## src/rtl/dbg_pkg.sv

```systemverilog
// rtl/dbg_pkg.sv - shared types and constants for the debug snapshot controller
package dbg_pkg;

    localparam int REG_IDX_W = 5;

    typedef enum logic [1:0] {
        IDLE,
        RUN,
        DUMP,
        DONE
    } state_t;

    typedef enum logic [1:0] {
        CAUSE_NONE    = 2'd0,
        CAUSE_BP      = 2'd1,
        CAUSE_TIMEOUT = 2'd2,
        CAUSE_FORCE   = 2'd3
    } cause_t;

endpackage

```

## src/rtl/bp_match.sv

```systemverilog
// rtl/bp_match.sv - parallel PC breakpoint comparators with lowest-index priority
module bp_match #(
    parameter int XLEN   = 32,
    parameter int NUM_BP = 4
) (
    input  logic                   pc_valid,
    input  logic [XLEN-1:0]        pc,
    input  logic [NUM_BP-1:0]      bp_en,
    input  logic [NUM_BP*XLEN-1:0] bp_addr,
    output logic                   hit,
    output logic [2:0]             hit_id
);

    // Scan from the top down so the lowest matching slot is the last write.
    always_comb begin
        hit    = 1'b0;
        hit_id = 3'd0;
        for (int k = NUM_BP - 1; k >= 0; k--) begin
            if (pc_valid && bp_en[k] && (pc == bp_addr[k*XLEN +: XLEN])) begin
                hit    = 1'b1;
                hit_id = 3'(k);
            end
        end
    end

endmodule

```

## src/rtl/dbg_snapshot_ctrl.sv

```systemverilog
// rtl/dbg_snapshot_ctrl.sv - halt-on-trigger register snapshot streamer
// Optional timeout trigger enabled by macro DBG_SNAPSHOT_TIMEOUT_EN.
module dbg_snapshot_ctrl
    import dbg_pkg::*;
#(
    parameter int XLEN    = 32,
    parameter int NUM_BP  = 4,
    parameter int NREGS   = 32,
    parameter int CNT_W   = 16,
    parameter int TIMEOUT = 1000
) (
    input  logic                   clk,
    input  logic                   rst,
    input  logic                   arm_i,
    input  logic                   force_i,
    input  logic [NUM_BP-1:0]      bp_en_i,
    input  logic [NUM_BP*XLEN-1:0] bp_addr_i,
    input  logic [XLEN-1:0]        pc_i,
    input  logic                   pc_valid_i,
    output logic                   halt_o,
    output logic [REG_IDX_W-1:0]   reg_sel_o,
    input  logic [XLEN-1:0]        reg_data_i,
    output logic                   snap_valid_o,
    input  logic                   snap_ready_i,
    output logic [REG_IDX_W-1:0]   snap_idx_o,
    output logic [XLEN-1:0]        snap_data_o,
    output logic [1:0]             cause_o,
    output logic [2:0]             hit_id_o,
    output logic [CNT_W-1:0]       cycle_cnt_o,
    output logic                   done_o
);

    localparam logic [CNT_W-1:0]       CNT_MAX  = '1;
    localparam logic [CNT_W-1:0]       CNT_ONE  = CNT_W'(1);
    localparam logic [REG_IDX_W:0]     LD_END   = (REG_IDX_W + 1)'(NREGS);
    localparam logic [REG_IDX_W:0]     LD_ONE   = (REG_IDX_W + 1)'(1);
    localparam logic [REG_IDX_W-1:0]   LAST_IDX = REG_IDX_W'(NREGS - 1);

    state_t               state;
    logic                 bp_hit;
    logic [2:0]           bp_id;
    logic                 tmo_hit;
    logic [REG_IDX_W:0]   ld_idx;
    logic                 more;
    logic                 xfer;
    logic                 load;

    bp_match #(
        .XLEN   (XLEN),
        .NUM_BP (NUM_BP)
    ) u_bp_match (
        .pc_valid (pc_valid_i),
        .pc       (pc_i),
        .bp_en    (bp_en_i),
        .bp_addr  (bp_addr_i),
        .hit      (bp_hit),
        .hit_id   (bp_id)
    );

`ifdef DBG_SNAPSHOT_TIMEOUT_EN
    assign tmo_hit = (cycle_cnt_o == CNT_W'(TIMEOUT - 1));
`else
    assign tmo_hit = 1'b0;
`endif

    // ld_idx runs one word ahead of snap_idx_o so a new word loads in the
    // same cycle the current one is accepted.
    assign reg_sel_o = ld_idx[REG_IDX_W-1:0];
    assign more      = (ld_idx < LD_END);
    assign xfer      = snap_valid_o && snap_ready_i;
    assign load      = (!snap_valid_o || snap_ready_i) && more;

    always_ff @(posedge clk) begin
        if (rst) begin
            state        <= IDLE;
            halt_o       <= 1'b0;
            snap_valid_o <= 1'b0;
            done_o       <= 1'b0;
            cause_o      <= CAUSE_NONE;
            hit_id_o     <= 3'd0;
            cycle_cnt_o  <= '0;
            snap_idx_o   <= '0;
            snap_data_o  <= '0;
            ld_idx       <= '0;
        end else begin
            case (state)
                IDLE: begin
                    if (arm_i) begin
                        state       <= RUN;
                        cycle_cnt_o <= '0;
                    end
                end
                RUN: begin
                    if (cycle_cnt_o != CNT_MAX) cycle_cnt_o <= cycle_cnt_o + CNT_ONE;
                    if (bp_hit || tmo_hit || force_i) begin
                        state      <= DUMP;
                        halt_o     <= 1'b1;
                        snap_idx_o <= '0;
                        ld_idx     <= '0;
                        if (bp_hit) begin
                            cause_o  <= CAUSE_BP;
                            hit_id_o <= bp_id;
                        end else if (tmo_hit) begin
                            cause_o  <= CAUSE_TIMEOUT;
                            hit_id_o <= 3'd0;
                        end else begin
                            cause_o  <= CAUSE_FORCE;
                            hit_id_o <= 3'd0;
                        end
                    end
                end
                DUMP: begin
                    if (load) begin
                        snap_data_o  <= (ld_idx == '0) ? '0 : reg_data_i;
                        snap_valid_o <= 1'b1;
                        snap_idx_o   <= ld_idx[REG_IDX_W-1:0];
                        ld_idx       <= ld_idx + LD_ONE;
                    end else if (xfer) begin
                        snap_valid_o <= 1'b0;
                    end
                    if (xfer && (snap_idx_o == LAST_IDX)) begin
                        state  <= DONE;
                        done_o <= 1'b1;
                    end
                end
                DONE: begin
                    if (arm_i) begin
                        state       <= RUN;
                        halt_o      <= 1'b0;
                        done_o      <= 1'b0;
                        cause_o     <= CAUSE_NONE;
                        hit_id_o    <= 3'd0;
                        cycle_cnt_o <= '0;
                        ld_idx      <= '0;
                    end
                end
                default: state <= IDLE;
            endcase
        end
    end

endmodule
```

## config.mk

```make
export PLATFORM = sky130hd
export DESIGN_NAME = dbg_snapshot_ctrl
export DESIGN_NICKNAME = d
export VERILOG_FILES = /design/src/rtl/dbg_pkg.sv /design/src/rtl/bp_match.sv /design/src/rtl/dbg_snapshot_ctrl.sv
export SDC_FILE = /design/constraint.sdc
export NUM_CORES = 1
export LEC_CHECK = 0
export BUFFER_PORTS_ARGS = -buffer_cell sky130_fd_sc_hd__buf_2
export CORE_AREA = 2 2 104 106
export DETAILED_ROUTE_END_ITERATION = 10
export DIE_AREA = 0 0 106 108
export PLACE_DENSITY_LB_ADDON = 0.1
export SYNTH_ARGS = -nofsm -noshare
export SYNTH_HDL_FRONTEND = slang
export SYNTH_SLANG_ARGS = --single-unit
```

## constraint.sdc

```tcl
create_clock -name clk -period 2.7 [get_ports clk]
set_clock_uncertainty 0.15 [all_clocks]
set_input_delay 0.135 -clock clk [delete_from_list [all_inputs] [get_ports clk]]
set_output_delay 0.135 -clock clk [all_outputs]
set_load 0.01 [all_outputs]
```

### Yosys cells after proc, flatten, opt, wreduce, memory -nomap -nowiden

Index checks and enable logic that the tools add are counted.

| storage, ports and cells | value |
|---|---|
| output and inout port bits | 66 |
| logic and storage cells | 97 |
| bits in read-only memories | 0 |
| memory bits (writable) | 0 |
| memories | 0 |
| latch bits | 0 |
| input port bits | 202 |
| bits in registers | 69 |

| cells by class | value |
|---|---|
| bitwise gates (word level) | 0 |
| add/sub/neg operators | 2 |
| div/mod/pow operators | 0 |
| multiplexer cells | 38 |
| reductions and logical operators | 31 |
| order comparisons | 1 |
| shifts and indexed selects | 0 |
| eq/ne operators | 15 |
| $mul | 0 |

Operator list:

| operator | number |
|---|---|
| 32-bit == test | 4 |
| 16-bit 2-to-1 mux | 2 |
| 32-bit 2-to-1 mux | 1 |
| 16-bit case mux with 2 select lines | 1 |
| 2-bit 2-to-1 mux | 10 |
| 6-bit 2-to-1 mux | 3 |
| 6-bit case mux with 3 select lines | 1 |
| 16-bit by 1-bit adder with 16-bit output, second input constant | 1 |
| 16-bit != test, second input constant | 1 |
| 3-bit AND reduction | 5 |
| 1-bit logical AND | 11 |
| 5-bit 2-to-1 mux | 2 |
| 2-bit != test, second input constant | 5 |
| 5-bit case mux with 2 select lines | 1 |
| 2-bit nonzero test | 5 |
| 1-bit 2-to-1 mux | 9 |
| 3-bit 2-to-1 mux | 3 |
| 6-bit by 1-bit adder with 6-bit output, second input constant | 1 |
| 6-bit zero test | 1 |
| 6-bit < comparator, second input constant | 1 |
| 2-bit case mux with 3 select lines | 1 |
| 3-bit case mux with 2 select lines | 1 |
| 5-bit == test, second input constant | 1 |
| 2-bit == test, second input constant | 2 |
| other kinds (11) | 14 |

### Longest topological paths before layout

| logic depth | value |
|---|---|
| word-level depth | 9 |
| gate-level depth with buffers | 9 |
| mapped depth without buffers | 8 |

### By module

Synthesis repeated with hierarchy kept, for this count alone.

| unflattened totals | value |
|---|---|
| cell total of the unflattened synthesis | 521 |
| area, all modules | 4455.5 µm² |

Modules (own cells, without submodules):

| module | area an instance (µm²) | cells an instance | sequential area each (µm²) | instances |
|---|---|---|---|---|
| dbg_snapshot_ctrl | 2967.8 | 336 | 1361.3 | 1 |
| bp_match | 1487.7 | 185 | 0.0 | 1 |

### Worst setup path before layout

OpenSTA, ideal clock, no wires.

| path | value |
|---|---|
| path type | register to register |
| start | reg cycle_cnt_o[3] |
| end | reg cycle_cnt_o[11] |
| period minus slack after synthesis | 2444 ps |
| required time | 2422 ps |
| path buffers | 1 |
| arrival time | 2167 ps |
| library setup time | 128 ps |
| stages on the path, launching flop included | 9 |
| setup slack | 256 ps |
| cell sequence | dfxtp_1 -> and4_1 -> and4_1 -> nand4_1 -> o31ai_2 -> clkbuf_1 -> nor3_1 -> xnor2_1 -> nor2_1 |

| between the ends | value |
|---|---|
| word-level cells in the longest chain between the ends | 3 |
| elaborated cells on any way between the ends | 6 |
| classes of those cells | 1 x add/sub; 2 x eq/ne; 2 x mux; 1 x reduce/logical |

Ends and longest elaborated chain:

| item | RTL line | source |
|---|---|---|
| from (decl) | dbg_snapshot_ctrl.sv:29 | `output logic [CNT_W-1:0] cycle_cnt_o,` |
| from (signal assigned) | dbg_snapshot_ctrl.sv:94 | `if (cycle_cnt_o != CNT_MAX) cycle_cnt_o <= cycle_cnt_o + CNT_ONE;` |
| 16-bit by 1-bit adder with 16-bit output or 16-bit != test (tied branches) | dbg_snapshot_ctrl.sv:94 |  |
| 16-bit 2-to-1 mux or 2-bit != test (tied branches) | - |  |
| 16-bit case mux with 2 select lines or 3-bit AND reduction (tied branches) | - |  |

Several ways; a longest one is shown, not always the timed one. The select of a mux whose other input is x is not followed.
A chain may end at the register's enable or synchronous reset.

### Worst setup path after layout

| path | value |
|---|---|
| start | reg cycle_cnt_o[3] |
| end | reg cycle_cnt_o[4] |

The elaborated chain is that of the path after synthesis.

==> flow_metrics.tcl <==
set metrics [dict create \
    wl_per_cell_um 17.1 \
    maxCapViolCount 0 \
    ios 268 \
    power_leakage_nw 2.96 \
    ys_ff_latch 67 \
    portBuffers 266 \
    wl_um 16800 \
    clk-insertion-delay-late_ns 0.34 \
    crit_path_start_kind "flip-flop" \
    peakVddDrop_mv 0.285 \
    status "finished, final reports clean" \
    total_power_w 0.00328 \
    worstPathCellList "and4_1 > and4_1 > nand4_1 > o31ai_4 > buf_4 > or3_1 > xor2_1 > nor2_1" \
    postSynth.asyncResetShare 0 \
    yosys-top-cells-area "dfxtp_1 29%, xor2_1 16%, xnor2_1 11%" \
    gr-total-overflow 0 \
    dr_total_vias 5145 \
    cts.clk_slew.worst_paths_ns 0.07 \
    syn_area_per_cell_um2 8.52 \
    r2r-start "cycle_cnt_o[3]$_SDFFE_PP0P_" \
    synth_seq_area_share 0.295 \
    fin_ws_ns 0.241 \
    grt_pass1_vias 5223 \
    final_util 0.648 \
    rsz0062_at_grt "no" \
    design.die.area_um2 11400 \
    die_w_um 106 \
    fin_setup_tns_ns 0 \
    cts_tree "built" \
    antenna_found_initial 2 \
    tightest_slew_ns 0.566 \
    final_cell_mix "266 x buf_2, 84 x xor2_1, 67 x dfxtp_1, 62 x nor2_1, 57 x xnor2_1" \
    crit_buf_inv 1 \
    slew_headroom 0.623 \
    slowest_stage "dfxtp_1" \
    place_congestion 0.998 \
    fmax_mhz 407 \
    period_share 0.911 \
    cp_slowest_stage_delay_ns 0.44 \
    synth-edff-count 0 \
    cp_common_cell "and4_1" \
    synth_cell_types 49 \
    yosysTopAreaCell "dfxtp_1" \
    clock_path_buffers 2 \
    cts_made_buffers 9 \
    p_per_area_nw_per_um2 495 \
    drtIter0Drc 277 \
    cts_root_buf "clkbuf_8" \
    setup_viol 0 \
    synth_top_area_share 0.295 \
    core_area_um2 10200 \
    slew_violations 0 \
    postCtsSetupRepairBufs 0 \
    critPathMaxFanout 15 \
    firstDrtPassIters 5 \
    hold_start "force_i" \
    syn2layout_area_growth_pct 45.7 \
    synthesis.nets 744 \
    drive_above_1_share 0.370 \
    fillerInstances 895 \
    dp_slack_ns -0.0692 \
    start_util 0.445 \
    crit_family "simple AND/OR/NAND/NOR gates" \
    die_h_um 108 \
    startpoint "cycle_cnt_o[3]$_SDFFE_PP0P_" \
    arrival_ns 2.51 \
    cts_max_level 3 \
    grtUsageTotal 0.290 \
    drc_errors 0 \
    hp-class "input port to flip-flop" \
    path_class "flip-flop to flip-flop" \
    endpoint_kind "flip-flop" \
    cts_sinks 67 \
    synthesis.area_um2 4550 \
    grt_pass1_wl_um 26000 \
    synth_flop_cell "dfxtp_1" \
    place_hpwl_um 13500 \
    grt_max_degree 34 \
    yosys_warnings 0 \
    fin_crit_ns 2.46 \
    worstPathRequired_ns 2.76 \
    ant_nets 0 \
    rows 37 \
    syn_inst 534 \
    nets 1047 \
    final_common_cell "buf_2" \
    via_per_inst 5.25 \
    finalHoldViolations 0 \
]
stage by stage:
stage / hold WS (ns) / instances / area [um^2]
after floorplan: 0.133 / 534 / 4550
after global placement: 0.219 / 929 / 6070
after detailed placement: 0.228 / 929 / 6070
after CTS: 0.0441 / 977 / 6610
after global routing: 0.0928 / 979 / 6630
final: 0.0510 / 980 / 6630
area by class of cell:
cell class	count	area, um^2	area share
multi-input combinational	426	3040	0.458
timing repair buffer	319	1810	0.273
sequential	67	1340	0.202
tap	136	170	0.0257
clock buffer	9	124	0.0187
clock inverter	6	90.1	0.0136
inverter	14	52.6	0.00792
antenna	3	7.51	0.00113
cell usage after synthesis (2+ instances only):
cell,number
a31oi_1,4
mux2i_1,9
ha_1,8
buf_4,8
nor2b_1,4
nor4_1,30
nand4_1,21
or3_1,7
inv_1,14
xnor2_1,57
or4_1,4
nor3_1,12
xor2_1,84
o21ai_1,2
nor2_1,62
o211a_1,2
and4_1,3
o2bb2ai_1,2
nand2_1,19
a22oi_2,2
a221oi_2,2
a211oi_1,2
nand3b_1,4
mux2_1,2
a21oi_1,8
dfxtp_1,67
nand2b_1,13
nand3_1,12
clkbuf_1,17
a22oi_1,34
flip-flops by register name, summed over array words and instances (netlist names):
| register | flops |
|---|---|
| cycle_cnt_o | 16 |
| snap_idx_o | 5 |
| snap_data_o | 32 |
| snap_valid_o | 1 |
| state | 2 |
| done_o | 1 |
| ld_idx | 6 |
| cause_o | 2 |
| hit_id_o | 2 |
cell families after synthesis:
| logic type | count (synthesis) | synth area share |
|---|---|---|
| xor+xnor | 141 | 0.271 |
| flops | 67 | 0.295 |
| buf+inv | 41 | 0.0421 |
| mux | 11 | 0.0247 |
| fa+ha+maj | 8 | 0.0220 |
| simple gates | 199 | 0.233 |
| other cells | 1 | 0.000824 |
| compound gates | 66 | 0.112 |
path summary, 6_finish.rpt:
| check | to | slack (ns) | depth (start not counted) |
|---|---|---|---|
| hold reg to reg | hit_id_o[0]$_SDFFE_PP0P_ | 0.33 | 2 |
| setup reg to reg | cycle_cnt_o[4]$_SDFFE_PP0P_ | 0.24 | 8 |
| setup / recovery | cycle_cnt_o[4]$_SDFFE_PP0P_ | 0.24 | 8 |
| hold / removal | cause_o[1]$_SDFFE_PP0P_ | 0.05 | 4 |
per-layer routing:
layer | vias to the layer above | routed length, um | global-route usage
li1 | 2489 | - | -
met1 | 2403 | 6460 | 0.331
met2 | 214 | 8720 | 0.522
met3 | 39 | 1050 | 0.0681
met4 | 0 | 552 | 0.117
met5 | - | 0 | 0
worst register-to-register path, stage by stage, from the launching register on:
cell     delay, ns
dfxtp_1       0.44
and4_1        0.29
and4_1        0.26
nand4_1       0.21
o31ai_4       0.37
buf_4         0.26
or3_1         0.15
xor2_1        0.15
nor2_1        0.05
timing repair:
item,4_1_cts,5_1_grt
resized for setup,0,2
hold buffers,33,0
hold endpoints to repair,33,0
setup endpoints to repair,0,5
power breakdown:
part / switching, W / total, W / leakage, nW / internal [W]
Clock: 0.000413 / 0.000932 / 0.106 / 0.000518
Combinational: 0.000720 / 0.00126 / 2.31 / 0.000538
Sequential: 0.0000517 / 0.00109 / 0.541 / 0.00104
Total: 0.00119 / 0.00328 / 2.96 / 0.00210
(Power assumes the default switching activity.)
